File: src/rtl/linear_move_sequencer.sv
// ---------------------------------------------------------------------------
// linear_move_sequencer
//
// Purpose:
//   Executes one G00/G01 linear opcode. It sets the servo pen position and
//   waits for the servo to settle if the pen position changes. It then
//   splits the signed per-axis step counts into segments of at most SEG_MAX
//   steps. Each segment is handed to the stepper units with a trigger/done
//   handshake. All state advances only on clock edges where i_clk_en is high.
//
// Optional build macro:
//   LINEAR_SEQ_ABS_EN - adds i_abs_mode and a signed (ARG_BITS+1)-bit position
//                       register per axis. With i_abs_mode=1 the args are
//                       absolute targets. Otherwise the args are relative
//                       moves that are added to the position.
//
// Ports:
//   i_clk          system clock
//   i_rst_n        asynchronous active-low reset
//   i_clk_en       enable tick
//   i_trigger_in   start request (sampled in IDLE only)
//   i_op           opcode; OP_G01 = pen down, anything else = pen up
//   i_arg1/i_arg2  signed x / y step counts (two's complement)
//   i_abs_mode     absolute-target select (LINEAR_SEQ_ABS_EN only)
//   i_done_in      stepper units finished the current segment
//   o_servo_pos    pen position
//   o_num_steps_x  x steps of the current segment
//   o_num_steps_y  y steps of the current segment
//   o_dir_x/o_dir_y 1 = negative direction
//   o_trigger_out  one-tick segment start pulse
//   o_done_out     one-tick operation complete pulse
//   o_busy         high in every state except IDLE
// ---------------------------------------------------------------------------
package Opcode_p;
  localparam int unsigned OP_G00 = 0;
  localparam int unsigned OP_G01 = 1;
endpackage

package Servo_p;
  typedef enum logic {
    SERVO_POS_UP   = 1'b0,
    SERVO_POS_DOWN = 1'b1
  } ServoPosition_t;
endpackage

module linear_move_sequencer #(
  parameter int OP_BITS        = 4,
  parameter int ARG_BITS       = 16,
  parameter int STEPPER_X_BITS = 8,
  parameter int STEPPER_Y_BITS = 8,
  parameter int SEG_MAX        = 255,
  parameter int SETTLE_TICKS   = 16
) (
  input  logic                      i_clk,
  input  logic                      i_rst_n,
  input  logic                      i_clk_en,
  input  logic                      i_trigger_in,
  input  logic [OP_BITS-1:0]        i_op,
  input  logic [ARG_BITS-1:0]       i_arg1,
  input  logic [ARG_BITS-1:0]       i_arg2,
`ifdef LINEAR_SEQ_ABS_EN
  input  logic                      i_abs_mode,
`endif
  input  logic                      i_done_in,
  output Servo_p::ServoPosition_t   o_servo_pos,
  output logic [STEPPER_X_BITS-1:0] o_num_steps_x,
  output logic [STEPPER_Y_BITS-1:0] o_num_steps_y,
  output logic                      o_dir_x,
  output logic                      o_dir_y,
  output logic                      o_trigger_out,
  output logic                      o_done_out,
  output logic                      o_busy
);

  // An absolute move is the difference of two (ARG_BITS+1)-bit values.
  // That difference needs two extra bits beyond the argument width.
`ifdef LINEAR_SEQ_ABS_EN
  localparam int REM_W = ARG_BITS + 2;
`else
  localparam int REM_W = ARG_BITS;
`endif
  localparam int SET_W = (SETTLE_TICKS > 0) ? $clog2(SETTLE_TICKS + 1) : 1;

  typedef enum logic [2:0] {
    ST_IDLE,
    ST_SETTLE,
    ST_LOAD,
    ST_WAIT,
    ST_DONE
  } state_t;

  state_t                    r_state;
  state_t                    w_state_next;
  Servo_p::ServoPosition_t   r_servo_pos;
  Servo_p::ServoPosition_t   w_pen;
  logic [REM_W-1:0]          r_rem [2];
  logic [REM_W-1:0]          w_mag [2];
  logic [REM_W-1:0]          w_seg [2];
  logic                      w_neg [2];
  logic [ARG_BITS-1:0]       w_arg [2];
  logic [SET_W-1:0]          r_settle;
  logic [STEPPER_X_BITS-1:0] r_num_x;
  logic [STEPPER_Y_BITS-1:0] r_num_y;
  logic                      r_dir_x;
  logic                      r_dir_y;
  logic                      r_trigger;
  logic                      r_done;
  logic                      w_rem_zero;

  assign w_arg[0] = i_arg1;
  assign w_arg[1] = i_arg2;

  generate
    for (genvar gi = 0; gi < 2; gi++) begin : g_axis
      logic [REM_W-1:0] w_delta;
`ifdef LINEAR_SEQ_ABS_EN
      logic [ARG_BITS:0] r_pos;
      logic [ARG_BITS:0] r_tgt;
      logic [ARG_BITS:0] w_arg_ext;
      logic [ARG_BITS:0] w_tgt;

      assign w_arg_ext = {w_arg[gi][ARG_BITS-1], w_arg[gi]};
      assign w_tgt     = i_abs_mode ? w_arg_ext : (r_pos + w_arg_ext);
      assign w_delta   = i_abs_mode ? ({w_tgt[ARG_BITS], w_tgt} - {r_pos[ARG_BITS], r_pos})
                                    : {w_arg_ext[ARG_BITS], w_arg_ext};

      // The target is captured at latch time and committed only at DONE.
      // An aborted move therefore leaves the position untouched.
      always_ff @(posedge i_clk or negedge i_rst_n) begin
        if (!i_rst_n) begin
          r_pos <= '0;
          r_tgt <= '0;
        end else if (i_clk_en) begin
          if (r_state == ST_IDLE && i_trigger_in) r_tgt <= w_tgt;
          if (r_state == ST_DONE) r_pos <= r_tgt;
        end
      end
`else
      assign w_delta = w_arg[gi];
`endif
      // The magnitude is unsigned, so -2^(W-1) maps to 2^(W-1) without overflow.
      assign w_neg[gi] = w_delta[REM_W-1];
      assign w_mag[gi] = w_neg[gi] ? (REM_W'(0) - w_delta) : w_delta;
      assign w_seg[gi] = ($unsigned(32'(r_rem[gi])) > $unsigned(32'(SEG_MAX)))
                         ? REM_W'(SEG_MAX) : r_rem[gi];
    end
  endgenerate

  assign w_rem_zero = (r_rem[0] == '0) && (r_rem[1] == '0);
  assign w_pen      = (i_op == OP_BITS'(Opcode_p::OP_G01)) ? Servo_p::SERVO_POS_DOWN
                                                           : Servo_p::SERVO_POS_UP;

  always_comb begin
    w_state_next = r_state;
    case (r_state)
      ST_IDLE:   if (i_trigger_in) w_state_next = (w_pen != r_servo_pos) ? ST_SETTLE : ST_LOAD;
      ST_SETTLE: if (r_settle == '0) w_state_next = ST_LOAD;
      ST_LOAD:   w_state_next = w_rem_zero ? ST_DONE : ST_WAIT;
      ST_WAIT:   if (i_done_in) w_state_next = ST_LOAD;
      ST_DONE:   w_state_next = ST_IDLE;
      default:   w_state_next = ST_IDLE;
    endcase
  end

  always_ff @(posedge i_clk or negedge i_rst_n) begin
    if (!i_rst_n) begin
      r_state     <= ST_IDLE;
      r_servo_pos <= Servo_p::SERVO_POS_UP;
      r_rem[0]    <= '0;
      r_rem[1]    <= '0;
      r_settle    <= '0;
      r_num_x     <= '0;
      r_num_y     <= '0;
      r_dir_x     <= 1'b0;
      r_dir_y     <= 1'b0;
      r_trigger   <= 1'b0;
      r_done      <= 1'b0;
    end else if (i_clk_en) begin
      r_state   <= w_state_next;
      // The pulses are cleared on every tick, so each lasts exactly one tick.
      r_trigger <= 1'b0;
      r_done    <= 1'b0;
      case (r_state)
        ST_IDLE: begin
          if (i_trigger_in) begin
            r_rem[0] <= w_mag[0];
            r_rem[1] <= w_mag[1];
            r_dir_x  <= w_neg[0];
            r_dir_y  <= w_neg[1];
            if (w_pen != r_servo_pos) begin
              r_servo_pos <= w_pen;
              r_settle    <= SET_W'(SETTLE_TICKS);
            end
          end
        end
        ST_SETTLE: begin
          if (r_settle != '0) r_settle <= r_settle - SET_W'(1);
        end
        ST_LOAD: begin
          if (!w_rem_zero) begin
            r_num_x   <= STEPPER_X_BITS'(w_seg[0]);
            r_num_y   <= STEPPER_Y_BITS'(w_seg[1]);
            r_rem[0]  <= r_rem[0] - w_seg[0];
            r_rem[1]  <= r_rem[1] - w_seg[1];
            r_trigger <= 1'b1;
          end
        end
        ST_DONE: r_done <= 1'b1;
        default: ;
      endcase
    end
  end

  assign o_servo_pos   = r_servo_pos;
  assign o_num_steps_x = r_num_x;
  assign o_num_steps_y = r_num_y;
  assign o_dir_x       = r_dir_x;
  assign o_dir_y       = r_dir_y;
  assign o_trigger_out = r_trigger;
  assign o_done_out    = r_done;
  assign o_busy        = (r_state != ST_IDLE);

endmodule

File: config.mk
export PLATFORM = sky130hd
export DESIGN_NAME = linear_move_sequencer
export DESIGN_NICKNAME = d
export VERILOG_FILES = /design/src/rtl/linear_move_sequencer.sv
export SDC_FILE = /design/constraint.sdc
export NUM_CORES = 1
export LEC_CHECK = 0
export CAP_MARGIN = 20
export CORE_MARGIN = 4
export CORE_UTILIZATION = 49
export CTS_CLUSTER_SIZE = 20
export DETAILED_ROUTE_END_ITERATION = 6
export PLACE_DENSITY = 0.77
export SYNTH_ARGS = -nofsm -noshare
export SYNTH_HDL_FRONTEND = slang
export SYNTH_SLANG_ARGS = --single-unit
File: constraint.sdc
create_clock -name i_clk -period 2.6 [get_ports i_clk]
set_input_delay 0.26 -clock i_clk [delete_from_list [all_inputs] [get_ports i_clk]]
set_output_delay 0.26 -clock i_clk [all_outputs]
set_load 0.01 [all_outputs]
; Word level (Yosys, flattened, before mapping)
; Cells that the tools add are included.
; W data, S select, Z words.
[totals]
register_bits = 61
latch_bits = 0
ram_bits = 0
mem_bits_ro = 0
in_bits = 41
mem_count = 0
[classes]
addsub = 5
mul = 0
n_div = 0
n_lt_le_gt_ge = 2
n_eq_ne = 12
shifts = 0
mux = 21
n_bitwise = 1
reduce_logical = 15
[op_table]
columns = cell, n
row1 = $mux W16, 4
row2 = $mux W32, 2
row3 = $pmux W32 S2, 1
row4 = $gt A16 B8 Y1 const B, 2
row5 = $logic_not A16 Y1, 2
row6 = $sub A1 B16 Y16 const A, 2
row7 = $sub A16 B16 Y16, 2
row8 = $mux W5, 3
row9 = $mux W3, 4
row10 = $ne A2 B2 Y1 const B, 6
row11 = $pmux W3 S4, 1
row12 = $reduce_and A4 Y1, 3
row13 = $pmux W5 S2, 1
row14 = $eq A3 B2 Y1 const B, 2
row15 = $reduce_and A3 Y1, 2
row16 = $logic_not A5 Y1, 1
row17 = $reduce_and A5 Y1, 1
row18 = $reduce_bool A5 Y1, 1
row19 = $sub A5 B1 Y5 const B, 1
row20 = $eq A4 B1 Y1 const B, 1
row21 = $mux W1, 4
row22 = $reduce_bool A2 Y1, 2
row23 = $eq A3 B1 Y1 const B, 1
row24 = $eq A3 B3 Y1 const B, 1
row25 = 6 further kinds, 6

; Longest topological paths before layout
[logic_depth]
word_depth = 6
mapped_depth = 10

; Worst setup path after synthesis
; Ideal clock, no wire load.
[synth_path]
kind = register to register
start = reg r_rem[30] (netlist name)
end = reg r_rem[28] (netlist name)
setup_ps = 77
arrival_ps = 2349
required_ps = 2523
slack_ps = 174
path_stages_with_launch = 11
path_buffers = 2
synth_period_minus_slack_ps = 2426
cell_sequence = dfrtp_1 nor4_1 nand3_1 clkbuf_1 nand2b_1 ha_1 clkbuf_1 o21a_1 nor2_1 a32o_1 a21oi_1
[synth_between]
elab_chain_cells = 5
word_cells_on_any_way = 9
cone_classes = add/sub (1) / order compare (1) / eq/ne (1) / mux (3) / reduce/logical (3)
[synth_lines]
columns = element, line_no
row1 = "start, declared", 96  ; logic [REM_W-1:0] r_rem [2];
row2 = $gt A16 B8 Y1, 144  ; assign w_seg[gi] = ($unsigned(32'(r_rem[gi])) > $unsigned(32'(SEG_MAX)))
row3 = $mux W16, 145  ; ? REM_W'(SEG_MAX) : r_rem[gi];
row4 = $sub A16 B16 Y16, 203  ; r_rem[0] <= r_rem[0] - w_seg[0];
row5 = $mux W32, 200  ; if (!w_rem_zero) begin
row6 = $pmux W32 S2, 183  ; case (r_state)
; Several ways; a longest one is shown, not always the timed one. The select of a mux whose other input is x is not followed.
; A chain may end at the register's enable or synchronous reset.

; Worst setup path in the final report
[layout_path]
start = in i_arg2[9]
end = reg r_rem[14] (netlist name)
[layout_between]
elab_chain_cells = 4
[layout_lines]
columns = element, line_no
row1 = "start, declared", 60  ; input logic [ARG_BITS-1:0] i_arg2,
row2 = $sub A1 B16 Y16, 143  ; assign w_mag[gi] = w_neg[gi] ? (REM_W'(0) - w_delta) : w_delta;
row3 = $mux W16, 143
row4 = $mux W32, 185  ; if (i_trigger_in) begin
row5 = $pmux W32 S2, 183
; No other way between the ends. The select of a mux whose other input is x is not followed.

==> results.txt <==
* Run status: completed
* Inserted Clock Buffers: 9
- In the final layout, the multi-input gates occupy between 2000 and 2500 sq um.
- Critical Path Start Type: primary input
- Post-synth net total: around 540
* Top cells by area in the synthesized netlist: sky130_fd_sc_hd__dfrtp_1, sky130_fd_sc_hd__o21ai_0, sky130_fd_sc_hd__nor2_1, sky130_fd_sc_hd__a21oi_1, sky130_fd_sc_hd__xnor2_1
- The worst setup path is of the primary input to flop kind.
- Grouping stages by cell kind, the critical path spends the most delay in simple AND/OR/NAND/NOR gates.
- Clock group share of total power: 0.193
- For the worst-skew pair, the clock arrives at the later sink with an insertion delay of 0.35 ns.
- Antenna Violating Nets Remaining: 0
- A synthesized cell averages 8.147 sq um.
- On the final layout, the worst clock skew is around 0.012 ns.
- Count of buffering cells on the critical path with inverters included: 1
* Total overflow reported by the global router: 0
- Die Y: ~99 um
* Netlist cell types: 55
* Int Pwr: between 2 and 3 mW
- Power per standard cell area: 878.8 nW/um^2
- Area of all placed cells without fillers: just over 5000 sq um
- At the pin with the least slew margin, the transition time is 0.7160 ns.
- Commonest register cell after synthesis: sky130_fd_sc_hd__dfrtp_1
- Entering global routing, the biggest net connects 45 pins.
- Total Power: 4.475 mW
- In this run, the number of DRC markers left after iteration 0 of detailed routing was around 230.
* Post-detailed-route via-to-cell ratio: just over 6
- The congestion estimate from routability-driven global placement came to about 0.92.
* Synthesis Warnings: 0
* Sum Neg Setup Slack: 0 ns
- The initial utilization of the core area, before any placement, comes to 0.5139.
* Routed via count: a little over 4000
- Area post-placement: between 4000 and 5000 sq um
- The total count of hold-check failures in the final report came to 0.
- Standby leakage power: around 2.1 nW
* Crit path max-delay cell type: sky130_fd_sc_hd__or4_4
- The worst path in the final design needs a cycle of between 2 and 2.5 ns, including I/O delays and setup.
- Global-route wire length before repair: roughly 18000 um
- I/O pin count: 63
- The cell count after synthesis came out at between 400 and 500.
- In the routed design, unresolved DRC markers number 0.
* CTS Root Buffer Type: sky130_fd_sc_hd__clkbuf_8
- Worst hold path type: flop to flop
* Antenna violations before repair: 0
* Num rows: 32
* Number of max-slew violations in the final report: 0
- The floorplan step set the die width to ~99 um.
* Max Buffers Root-to-Sink: 2
* Sequential cell area: 1526 sq um
- Final worst-path cycle share: 0.9155
* CTS sink count: a little over 60
* Sequential fraction of the synthesis area: 0.3785
* Gates resized, CTS repair: 0
- Setup repair after global routing missed its margin: false
- The count of buffers added on input and output ports is 62.
- The largest single stage delay on the critical path is about 0.54 ns.
* Psw: between 1.5 and 2 mW
* Top cell type's share of synthesized area: 0.3785
- Synthesis-stage register bit count: approximately 60
- # H-tree levels: 3
- The first detailed-routing pass took 5 iterations.
- Part of the total power dissipated in combinational logic: 0.421
* Sequential share of power: 0.386
* Share of flip-flops with an asynchronous set or reset after synthesis: 1.000
- The worst pin sits at a relative slew slack of 0.5227.
- Area of the die: 9746 sq um
* Average wire per standard cell: roughly 16 um
- Mapped Area: 4033 sq um
- TritonCTS clock tree: done
- CP Cell Sequence: clkdlybuf4s50_1, or4_4, or3_4, or4_4, a211o_1, a21oi_1, o21ba_1
- Maximum fanout count along the critical path: 2
- For this run, the top clock speed supported by timing is ~0.42 GHz.
- Aggregate routed wire length: around 11000 um
- Yosys mapped a number of flops with a built-in enable equal to 0.
- The via count of the first global-routing pass was 3851.
- Including well taps, the total number of placed cells is 655.
* Count of nets after finishing: roughly 610
* Setup-failing EPs final: 0
* Clock edge transition at the registers on the reported setup and hold paths: roughly 0.07 ns
* Synth area leader: sky130_fd_sc_hd__dfrtp_1
- Post-CTS timing repair inserted 0 buffers for setup.
* Core Box Area: 7848 sq um
- At the worst endpoint, the required time is 2.84 ns.
* Data arrival at the endpoint of the critical path: 2.62 ns
* Area delta synth->final: 26.28%
- After filler insertion, the fill cell instance count of the layout stands at between 600 and 700.
- Of the cells placed in the final design, the portion with a size suffix greater than 1 is 0.09490.
- The cell that appears most often on the critical path is sky130_fd_sc_hd__or4_4.
- Hold-fix buffer count after cts: 1
* Max-cap check violation count: 0
- Detail Placement HPWL: roughly 7800 um
* Worst VDD drop: about 0.53 mV
- The repair_antennas step left the layout with diodes totalling 0.
- Combined global-route utilization of all metal layers: 0.2182
- Of the total power, the share spent switching nets is 0.4220.
* Final cell count without fillers: 671
* Type of destination of the critical path: flop
[power groups by stage]
stage	Clock, mW	Combinational (mW)	Sequential [mW]
global placement	0	1.81	1.70
global route	0.914	2.11	1.77
CTS	0.872	1.88	1.71
finish	0.863	1.88	1.73
detailed placement	0	1.86	1.72
floorplan	0	1.35	1.56
[logic make-up (layout without fill, tap and decap cells)]
family | after synthesis | in the layout | synth area share
buf+inv | 45 | 119 | 0.04313
xor+xnor | 28 | 28 | 0.06081
simple gates | 192 | 192 | 0.2411
flops | 61 | 61 | 0.3785
mux | 7 | 7 | 0.01831
fa+ha+maj | 6 | 6 | 0.01862
compound gates | 156 | 156 | 0.2395
[cell type report]
cell class,instances,area share
sequential,61,0.2998
inverter,15,0.01106
multi-input combinational,389,0.4590
tap,102,0.02506
clock inverter,4,0.009337
clock buffer,11,0.02973
timing repair buffer,89,0.1661
[layout by cell type (no fill, tap or decap), types with 3 or more instances in the layout]
master                            count
sky130_fd_sc_hd__inv_1               15
sky130_fd_sc_hd__nand2_1             33
sky130_fd_sc_hd__o41ai_1              7
sky130_fd_sc_hd__nor4b_1              4
sky130_fd_sc_hd__nor3_1              17
sky130_fd_sc_hd__o211ai_1             3
sky130_fd_sc_hd__or3_1                4
sky130_fd_sc_hd__o22a_1               3
sky130_fd_sc_hd__o31ai_1             10
sky130_fd_sc_hd__and3_1               8
sky130_fd_sc_hd__nand3_1             12
sky130_fd_sc_hd__o22ai_1              6
sky130_fd_sc_hd__xnor2_1             17
sky130_fd_sc_hd__ha_1                 6
sky130_fd_sc_hd__clkdlybuf4s50_1     61
sky130_fd_sc_hd__a21oi_1             41
sky130_fd_sc_hd__nor4_1              13
sky130_fd_sc_hd__xor2_1              11
sky130_fd_sc_hd__dfrtp_1             61
sky130_fd_sc_hd__nand4_1              3
sky130_fd_sc_hd__a31oi_1              8
sky130_fd_sc_hd__nor2_1              64
sky130_fd_sc_hd__a22o_1               3
sky130_fd_sc_hd__clkbuf_8            11
sky130_fd_sc_hd__o21a_1               4
sky130_fd_sc_hd__or4_1                4
sky130_fd_sc_hd__mux2i_1              4
sky130_fd_sc_hd__buf_4               24
sky130_fd_sc_hd__a22oi_1              5
sky130_fd_sc_hd__o21ai_0             49
sky130_fd_sc_hd__mux2_2               3
sky130_fd_sc_hd__and2_1               3
sky130_fd_sc_hd__nand2b_1            12
[per-layer routing]
metal / vias up / routed length (um) / track usage
met5: - / 0 / 0
met4: 0 / 224 / 0.08193
met3: 28 / 623 / 0.04317
met2: 148 / 5226 / 0.3635
met1: 1956 / 4607 / 0.2810
li1: 1956 / - / -
[through the flow]
| step | hold WS, ns | utilization | worst slack (ns) |
|---|---|---|---|
| 3_5_place_dp | 0.3525 | 0.6223 | -0.1465 |
| 3_3_place_gp | 0.3557 | 0.6223 | -0.1245 |
| 4_1_cts | 0.4944 | 0.6489 | 0.2154 |
| 6_report | 0.4899 | 0.6489 | 0.2196 |
| 5_1_grt | 0.5311 | 0.6489 | 0.1149 |
| 2_1_floorplan | -0.03559 | - | 0.1738 |
[cell usage after synthesis (10+ instances only)]
cell type                  instances
sky130_fd_sc_hd__nand3_1          12
sky130_fd_sc_hd__inv_1            15
sky130_fd_sc_hd__nor3_1           18
sky130_fd_sc_hd__nand2_1          33
sky130_fd_sc_hd__a21oi_1          41
sky130_fd_sc_hd__xnor2_1          17
sky130_fd_sc_hd__nor2_1           64
sky130_fd_sc_hd__nand2b_1         12
sky130_fd_sc_hd__o31ai_1          10
sky130_fd_sc_hd__nor4_1           13
sky130_fd_sc_hd__dfrtp_1          61
sky130_fd_sc_hd__xor2_1           11
sky130_fd_sc_hd__o21ai_0          49
sky130_fd_sc_hd__clkbuf_1         24
[worst min-delay path, stage by stage, from the launching register on]
cell and delay [ns]:
sky130_fd_sc_hd__dfrtp_1 0.34, sky130_fd_sc_hd__nand2_1 0.06, sky130_fd_sc_hd__o41ai_1 0.05
[registers in the layout, indices dropped and copies added, names as in the netlist]
register and cells:
o_num_steps_y 8, r_settle 5, o_trigger_out 1, o_dir_y 1
r_state 3, o_dir_x 1, o_done_out 1, o_num_steps_x 8
o_servo_pos 1, r_rem 32
[path summary, 6_finish.rpt]
| path | start | end | slack, ns | cells after the start |
|---|---|---|---|---|
| max in group asynchronous | i_rst_n | r_rem[9] | 1.48 | 3 |
| hold / removal | o_done_out | o_done_out | 0.49 | 2 |
| setup reg to reg | r_rem[27] | r_rem[8] | 0.24 | 8 |
| hold reg to reg | o_done_out | o_done_out | 0.49 | 2 |
| min in group asynchronous | i_rst_n | o_done_out | 0.50 | 2 |
| setup / recovery | i_arg2[9] | r_rem[14] | 0.22 | 7 |
No activity file was read; power rests on OpenSTA's default activity.
